File: src/rtl/mem_arbiter_pkg.sv
// mem_arb_pkg: shared types and constants for the memory-port arbiter.
// Latency: n/a (declarations only).
// Backpressure: n/a.
// Contents: FSM state encoding, strobe levels, default widths, index-width helper.
package mem_arb_pkg;

    typedef enum logic [1:0] {
        ST_IDLE   = 2'd0,
        ST_ACCESS = 2'd1,
        ST_DONE   = 2'd2
    } state_t;

    // Memory strobes are active low.
    localparam logic STROBE_ON  = 1'b0;
    localparam logic STROBE_OFF = 1'b1;

    localparam int DEF_NREQ = 2;
    localparam int DEF_AW   = 8;
    localparam int DEF_DW   = 8;

    // Bits needed to index n items; never less than one so 1-entry cases stay legal.
    function automatic int idx_w(input int n);
        return (n > 1) ? $clog2(n) : 1;
    endfunction

endpackage

File: src/rtl/mem_arbiter_if.sv
// mem_arbiter_if: request bus from NREQ masters plus the shared memory port.
// Latency: n/a (wiring only).
// Backpressure: masters hold req until their one-cycle ack.
// Modports: slave = arbiter side, master = masters + memory model side.
// The lock vector exists only when MEM_ARB_LOCK_EN is defined.
interface mem_arbiter_if
    import mem_arb_pkg::*;
#(
    parameter int NREQ = DEF_NREQ,
    parameter int AW   = DEF_AW,
    parameter int DW   = DEF_DW
);
    logic [NREQ-1:0]    req;
    logic [NREQ-1:0]    we;
    logic [NREQ*AW-1:0] addr;
    logic [NREQ*DW-1:0] wdata;
    logic [NREQ-1:0]    gnt;
    logic [NREQ-1:0]    ack;
    logic [DW-1:0]      rdata;
    logic               mem_R_n;
    logic               mem_W_n;
    logic [AW-1:0]      mem_addr;
    logic [DW-1:0]      mem_wdata;
    logic [DW-1:0]      mem_rdata;
`ifdef MEM_ARB_LOCK_EN
    logic [NREQ-1:0]    lock;

    modport slave (
        input  req, we, addr, wdata, mem_rdata, lock,
        output gnt, ack, rdata, mem_R_n, mem_W_n, mem_addr, mem_wdata
    );
    modport master (
        output req, we, addr, wdata, mem_rdata, lock,
        input  gnt, ack, rdata, mem_R_n, mem_W_n, mem_addr, mem_wdata
    );
`else
    modport slave (
        input  req, we, addr, wdata, mem_rdata,
        output gnt, ack, rdata, mem_R_n, mem_W_n, mem_addr, mem_wdata
    );
    modport master (
        output req, we, addr, wdata, mem_rdata,
        input  gnt, ack, rdata, mem_R_n, mem_W_n, mem_addr, mem_wdata
    );
`endif
endinterface

File: src/rtl/mem_arbiter_rr_pick.sv
// rr_pick: round-robin winner selection among NREQ request lines.
// Latency: combinational.
// Backpressure: none; gnt is all-zero when no request is pending.
// Ports: req (requests), last (previous winner) -> gnt (one-hot), idx (winner index).
module rr_pick
    import mem_arb_pkg::*;
#(
    parameter int NREQ = DEF_NREQ,
    localparam int IW  = idx_w(NREQ)
) (
    input  logic [NREQ-1:0] req,
    input  logic [IW-1:0]   last,
    output logic [NREQ-1:0] gnt,
    output logic [IW-1:0]   idx
);

    // Scan last+1, last+2, ... with wrap; last itself is checked last.
    always_comb begin : scan
        int   pos;
        logic found;
        gnt   = '0;
        idx   = '0;
        found = 1'b0;
        pos   = 0;
        for (int k = 1; k <= NREQ; k++) begin
            pos = int'(last) + k;
            if (pos >= NREQ) pos = pos - NREQ;
            if (!found && req[pos[IW-1:0]]) begin
                found                = 1'b1;
                gnt[pos[IW-1:0]]     = 1'b1;
                idx                  = pos[IW-1:0];
            end
        end
    end

endmodule

File: src/rtl/mem_arbiter.sv
// mem_arbiter: shares one memory port among NREQ masters, round-robin, fixed-length strobes.
// Latency: req sampled in IDLE -> ack after ACCESS_CYCLES+1 cycles; one access per ACCESS_CYCLES+2.
// Backpressure: masters hold req until ack; requests are only sampled in IDLE.
// Ports: clk, rst (async, active high), bus (mem_arbiter_if.slave: masters + memory).
// Optional MEM_ARB_LOCK_EN: a master holding lock at the end of its access keeps the port next time.
module mem_arbiter
    import mem_arb_pkg::*;
#(
    parameter int NREQ          = DEF_NREQ,
    parameter int AW            = DEF_AW,
    parameter int DW            = DEF_DW,
    parameter int ACCESS_CYCLES = 1
) (
    input  logic           clk,
    input  logic           rst,
    mem_arbiter_if.slave   bus
);

    localparam int IW = idx_w(NREQ);
    localparam int CW = idx_w(ACCESS_CYCLES + 1);

    state_t          state, state_nxt;
    logic [NREQ-1:0] gnt_q;
    logic [AW-1:0]   addr_q;
    logic [DW-1:0]   wdata_q;
    logic [DW-1:0]   rdata_q;
    logic            op_q;
    logic [CW-1:0]   cnt;
    logic [IW-1:0]   last;
    logic [NREQ-1:0] rr_gnt, win_gnt;
    logic [IW-1:0]   rr_idx, win_idx;
    logic            grant;
    logic            access_end;

    rr_pick #(.NREQ(NREQ)) u_pick (
        .req  (bus.req),
        .last (last),
        .gnt  (rr_gnt),
        .idx  (rr_idx)
    );

`ifdef MEM_ARB_LOCK_EN
    logic locked;
    logic lock_hold;

    // While locked, only the previous owner is eligible, and only if it still wants the port.
    assign lock_hold = locked && bus.req[last] && bus.lock[last];

    always_comb begin
        win_gnt = rr_gnt;
        win_idx = rr_idx;
        if (lock_hold) begin
            win_gnt = NREQ'(1) << last;
            win_idx = last;
        end
    end

    always_ff @(posedge clk or posedge rst) begin
        if (rst)
            locked <= 1'b0;
        else if (access_end)
            locked <= bus.lock[last];
        else if (state == ST_IDLE && !lock_hold)
            locked <= 1'b0;
    end
`else
    assign win_gnt = rr_gnt;
    assign win_idx = rr_idx;
`endif

    assign grant      = (state == ST_IDLE) && (|bus.req);
    assign access_end = (state == ST_ACCESS) && (cnt == CW'(ACCESS_CYCLES - 1));

    always_ff @(posedge clk or posedge rst) begin
        if (rst) state <= ST_IDLE;
        else     state <= state_nxt;
    end

    always_comb begin
        state_nxt = state;
        case (state)
            ST_IDLE:   if (|bus.req)  state_nxt = ST_ACCESS;
            ST_ACCESS: if (access_end) state_nxt = ST_DONE;
            ST_DONE:   state_nxt = ST_IDLE;
            default:   state_nxt = ST_IDLE;
        endcase
    end

    // Reset to last = NREQ-1 so master 0 is first in line after reset.
    always_ff @(posedge clk or posedge rst) begin
        if (rst) begin
            gnt_q   <= '0;
            addr_q  <= '0;
            wdata_q <= '0;
            rdata_q <= '0;
            op_q    <= 1'b0;
            cnt     <= '0;
            last    <= IW'(NREQ - 1);
        end else begin
            if (grant) begin
                gnt_q   <= win_gnt;
                addr_q  <= bus.addr[win_idx*AW +: AW];
                wdata_q <= bus.wdata[win_idx*DW +: DW];
                op_q    <= bus.we[win_idx];
                cnt     <= '0;
                last    <= win_idx;
            end
            if (state == ST_ACCESS) begin
                cnt <= cnt + 1'b1;
                if (access_end && !op_q)
                    rdata_q <= bus.mem_rdata;
            end
            if (state == ST_DONE)
                gnt_q <= '0;
        end
    end

    // Strobes and ack decode straight from state, so an async reset drops them at once.
    assign bus.gnt       = gnt_q;
    assign bus.ack       = (state == ST_DONE) ? gnt_q : '0;
    assign bus.rdata     = rdata_q;
    assign bus.mem_R_n   = (state == ST_ACCESS && !op_q) ? STROBE_ON : STROBE_OFF;
    assign bus.mem_W_n   = (state == ST_ACCESS &&  op_q) ? STROBE_ON : STROBE_OFF;
    assign bus.mem_addr  = addr_q;
    assign bus.mem_wdata = wdata_q;

endmodule

File: src/flat_wrapper.sv
// flat-port wrapper written by rule: the top's interface ports become plain ports
module mem_arbiter_flat import mem_arb_pkg::*;
#(
    parameter int NREQ          = DEF_NREQ,
    parameter int AW            = DEF_AW,
    parameter int DW            = DEF_DW,
    parameter int ACCESS_CYCLES = 1
)
  (clk, rst, bus_req, bus_we, bus_addr, bus_wdata, bus_mem_rdata, bus_gnt, bus_ack, bus_rdata, bus_mem_R_n, bus_mem_W_n, bus_mem_addr, bus_mem_wdata);
  mem_arbiter_if #(.NREQ(NREQ), .AW(AW), .DW(DW)) bus_i ();
  input  logic clk;
  input  logic rst;
  input wire logic [$bits(bus_i.req)-1:0] bus_req;
  input wire logic [$bits(bus_i.we)-1:0] bus_we;
  input wire logic [$bits(bus_i.addr)-1:0] bus_addr;
  input wire logic [$bits(bus_i.wdata)-1:0] bus_wdata;
  input wire logic [$bits(bus_i.mem_rdata)-1:0] bus_mem_rdata;
  output wire logic [$bits(bus_i.gnt)-1:0] bus_gnt;
  output wire logic [$bits(bus_i.ack)-1:0] bus_ack;
  output wire logic [$bits(bus_i.rdata)-1:0] bus_rdata;
  output wire logic [$bits(bus_i.mem_R_n)-1:0] bus_mem_R_n;
  output wire logic [$bits(bus_i.mem_W_n)-1:0] bus_mem_W_n;
  output wire logic [$bits(bus_i.mem_addr)-1:0] bus_mem_addr;
  output wire logic [$bits(bus_i.mem_wdata)-1:0] bus_mem_wdata;
  assign bus_i.req = bus_req;
  assign bus_i.we = bus_we;
  assign bus_i.addr = bus_addr;
  assign bus_i.wdata = bus_wdata;
  assign bus_i.mem_rdata = bus_mem_rdata;
  assign bus_gnt = bus_i.gnt;
  assign bus_ack = bus_i.ack;
  assign bus_rdata = bus_i.rdata;
  assign bus_mem_R_n = bus_i.mem_R_n;
  assign bus_mem_W_n = bus_i.mem_W_n;
  assign bus_mem_addr = bus_i.mem_addr;
  assign bus_mem_wdata = bus_i.mem_wdata;
  mem_arbiter #(.NREQ(NREQ), .AW(AW), .DW(DW), .ACCESS_CYCLES(ACCESS_CYCLES)) u_core (.clk(clk), .rst(rst), .bus(bus_i));
endmodule
File: config.mk
export PLATFORM = sky130hd
export DESIGN_NAME = mem_arbiter_flat
export DESIGN_NICKNAME = d
export VERILOG_FILES = /design/src/rtl/mem_arbiter_pkg.sv /design/src/rtl/mem_arbiter_if.sv /design/src/rtl/mem_arbiter_rr_pick.sv /design/src/rtl/mem_arbiter.sv /design/src/flat_wrapper.sv
export SDC_FILE = /design/constraint.sdc
export NUM_CORES = 1
export LEC_CHECK = 0
export ABC_CLOCK_PERIOD_IN_PS = 1500
export CORE_MARGIN = 1.5
export CORE_UTILIZATION = 30
export DETAILED_ROUTE_END_ITERATION = 10
export GPL_TIMING_DRIVEN = 0
export HOLD_SLACK_MARGIN = 0.1
export SYNTH_ARGS = -nofsm -noshare
export SYNTH_HDL_FRONTEND = slang
export SYNTH_SLANG_ARGS = --single-unit
File: constraint.sdc
create_clock -name clk -period 1.5 [get_ports clk]
set_input_delay 0.3 -clock clk [delete_from_list [all_inputs] [get_ports clk]]
set_output_delay 0.3 -clock clk [all_outputs]
set_load 0.005 [all_outputs]
==> results.cfg <==
[synth]
postSynthAreaPerCell_um2 = 10.4
ys.flop_type = dfrtp_1
ys_seq_elements = 31
ys_warn_count = 0
ys_seq_area_frac = 0.521
synth_top_area_frac = 0.503
synthMuxAreaShare = 0.0604
synthTopCellsByCount = 36 x nand2_1, 30 x dfrtp_1, 17 x a21oi_1, 9 x a31oi_2
synth_simple_gate_area_frac = 0.154
synth_xor_area_frac = 0.00587
synth_area_um2 = 1490
synth-async-reset-ratio = 1.00
ys_top_cells_by_area = dfrtp_1 50%, nand2_1 9.1%, a31oi_2 7.6%, mux2_2 6.0%, a21oi_1 5.7%
synth_most_common_cell = nand2_1
synth_compound_area_frac = 0.210
synth_top_family_by_area = compound AO/OA/AOI/OAI gates
syn_inst = 143
synth_edf_count = 0
yosys.area_share.adder = 0
synth_top_area_cell = dfrtp_1
syn_nets = 189
ys_types = 27

[detailed_routing]
vias = 1329
drc = 0
routed_via_density = 4.46
drt-pass1-iter-count = 4
wl_per_cell_um = 13.0
routed_wl_um = 3880
ant_nets = 0
first_iter_violations = 69

[die]
die_w_um = 73.5
core_um2 = 4750
fp-row-count = 25
ios = 76
die_h_um = 73.5
die_area_um2 = 5400
start_util = 0.314

[clock_network]
cts_tree = yes
ctsLongestPathBuffers = 2
cts_buffers = 5
clock_latency_ns = 0.28
h-tree-depth = 2
clock_sinks = 31
path_clk_slew_ns = 0.06
clock-root-buffer = clkbuf_8

[global_route]
grt_max_degree = 32
gr-total-overflow = 0
grt_pass1_vias = 1321
grt_pass1_wl_um = 6190
track_usage = 0.151
antenna_found_initial = 0

[worst_setup_path]
end_kind = output pin
cp_data_required_time_ns = 1.20
cp_max_fo = 3
cp-start-kind = flip-flop
cp.arrival_ns = 1.18
criticalPathCategory = reg2out

[placement]
dp_hpwl_um = 2690
dp.cells = 285
place_congestion = 0.718
pre_cts_ws_ns = -0.435
place.port_buffers = 75

[sta]
fmax_mhz = 678
final_max_slew_viol_count = 0
holdWs_ns = 0.474
skew_ns = 0.00519
fin_crit_sh = 0.984
worst_slew_pin_slew_ns = 0.678
rsz0062_at_grt = yes
layout_setup_ws_ns = 0.0242
finalSetupViolations = 0
hold_viol = 0
period_minus_slack_ns = 1.48
relSlewSlack = 0.547

[layout]
drive_above_1_share = 0.234
nets = 276
fin_cells = 298
finish.utilization = 0.538
num_antenna_cells = 0
syn_to_final_growth_pct = 71.5

[power]
leakage_nw = 1.09
power_per_cell_area_nw_per_um2 = 1940
peakVddDrop_mv = 0.790

[flow_run]
drv_cap = 0

[status]
status = finished, final reports clean

[worst_hold_path]
hold_class = in2async
routing by layer:
layer,GRT usage,wire length [um],vias up
met5,0,0,-
met4,0.0473,39,0
met3,0.0521,225,4
met2,0.240,1860,41
met1,0.192,1760,613
li1,-,-,671
power breakdown:
| group | switching (mW) | internal [mW] |
|---|---|---|
| registers | 0.262 | 1.28 |
| clock network | 0.306 | 0.537 |
| logic | 0.986 | 1.59 |
final timing paths:
| kind | startpoint | end | slack, ns | cells past startpoint |
|---|---|---|---|---|
| max reg2reg | u_core.state[1] | u_core.bus.rdata[4] | 0.03 | 5 |
| min reg2reg | u_core.bus.rdata[3] | u_core.bus.rdata[3] | 0.51 | 1 |
| min | rst | u_core.bus.rdata[7] | 0.47 | 2 |
| max in group asynchronous | rst | u_core.state[0] | 0.61 | 2 |
| max | u_core.state[1] | bus_ack[0] | 0.02 | 4 |
| min in group clk | u_core.bus.rdata[3] | u_core.bus.rdata[3] | 0.51 | 1 |
state kept, by name (all words and copies together) (netlist names), named ones only:
name,cells
u_core.state,2
u_core.cnt,1
u_core.bus.mem_wdata,8
u_core.bus.rdata,8
u_core.bus.gnt,2
u_core.bus.mem_addr,8
u_core.op_q,1
placed cells by master, fill, tap and decap left out, types with 2 or more instances in the layout:
cell              n
clkbuf_2          6
a31oi_1           8
nand2_1          36
dfrtp_1          29
clkbuf_8          6
a31oi_2           9
o21ai_0           2
a21oi_1          17
clkdlybuf4s50_1  66
buf_4             5
mux2_4            8
buf_12            2
nor2_1            5
nor2b_4           2
buf_6             3
dlymetal6s2s_1    3
dlygate4sd2_1     2
and2_1            2
cell type report:
type	count	area, um^2
Sequential cell	31	778
Clock buffer	6	82.6
Buffer	8	72.6
Clock inverter	2	35.0
Inverter	1	7.51
Fill cell	446	2200
Tap cell	67	83.8
Timing Repair Buffer	81	797
Multi-Input combinational cell	102	701
metrics by stage:
stage / power [mW] / TNS (ns) / instance area, um^2
2_1_floorplan: 2.71 / 0 / 1490
3_3_place_gp: 3.84 / -14.08 / 2330
3_5_place_dp: 3.87 / -13.96 / 2330
4_1_cts: 4.83 / -1.20 / 2490
5_1_grt: 5.33 / -0.112 / 2560
6_report: 4.96 / 0 / 2560
cell families after synthesis:
| family | after synthesis |
|---|---|
| buf+inv | 10 |
| compound gates | 42 |
| simple gates | 51 |
| mux | 8 |
| xor+xnor | 1 |
| flops | 31 |
worst max-delay path: stages (launching register included):
cell and delay (ns):
dfrtp_1 0.40, buf_4 0.14, nor2b_4 0.12, and2_1 0.14, clkbuf_2 0.10
what timing repair did:
action,4_1_cts,5_1_grt
hold buffers,0,0
pin swaps,0,1
gates resized for setup,17,21
setup endpoints to repair,14,16
hold endpoints to repair,0,0
setup buffers,3,3
Note: power is estimated with default switching activity, not from simulation.
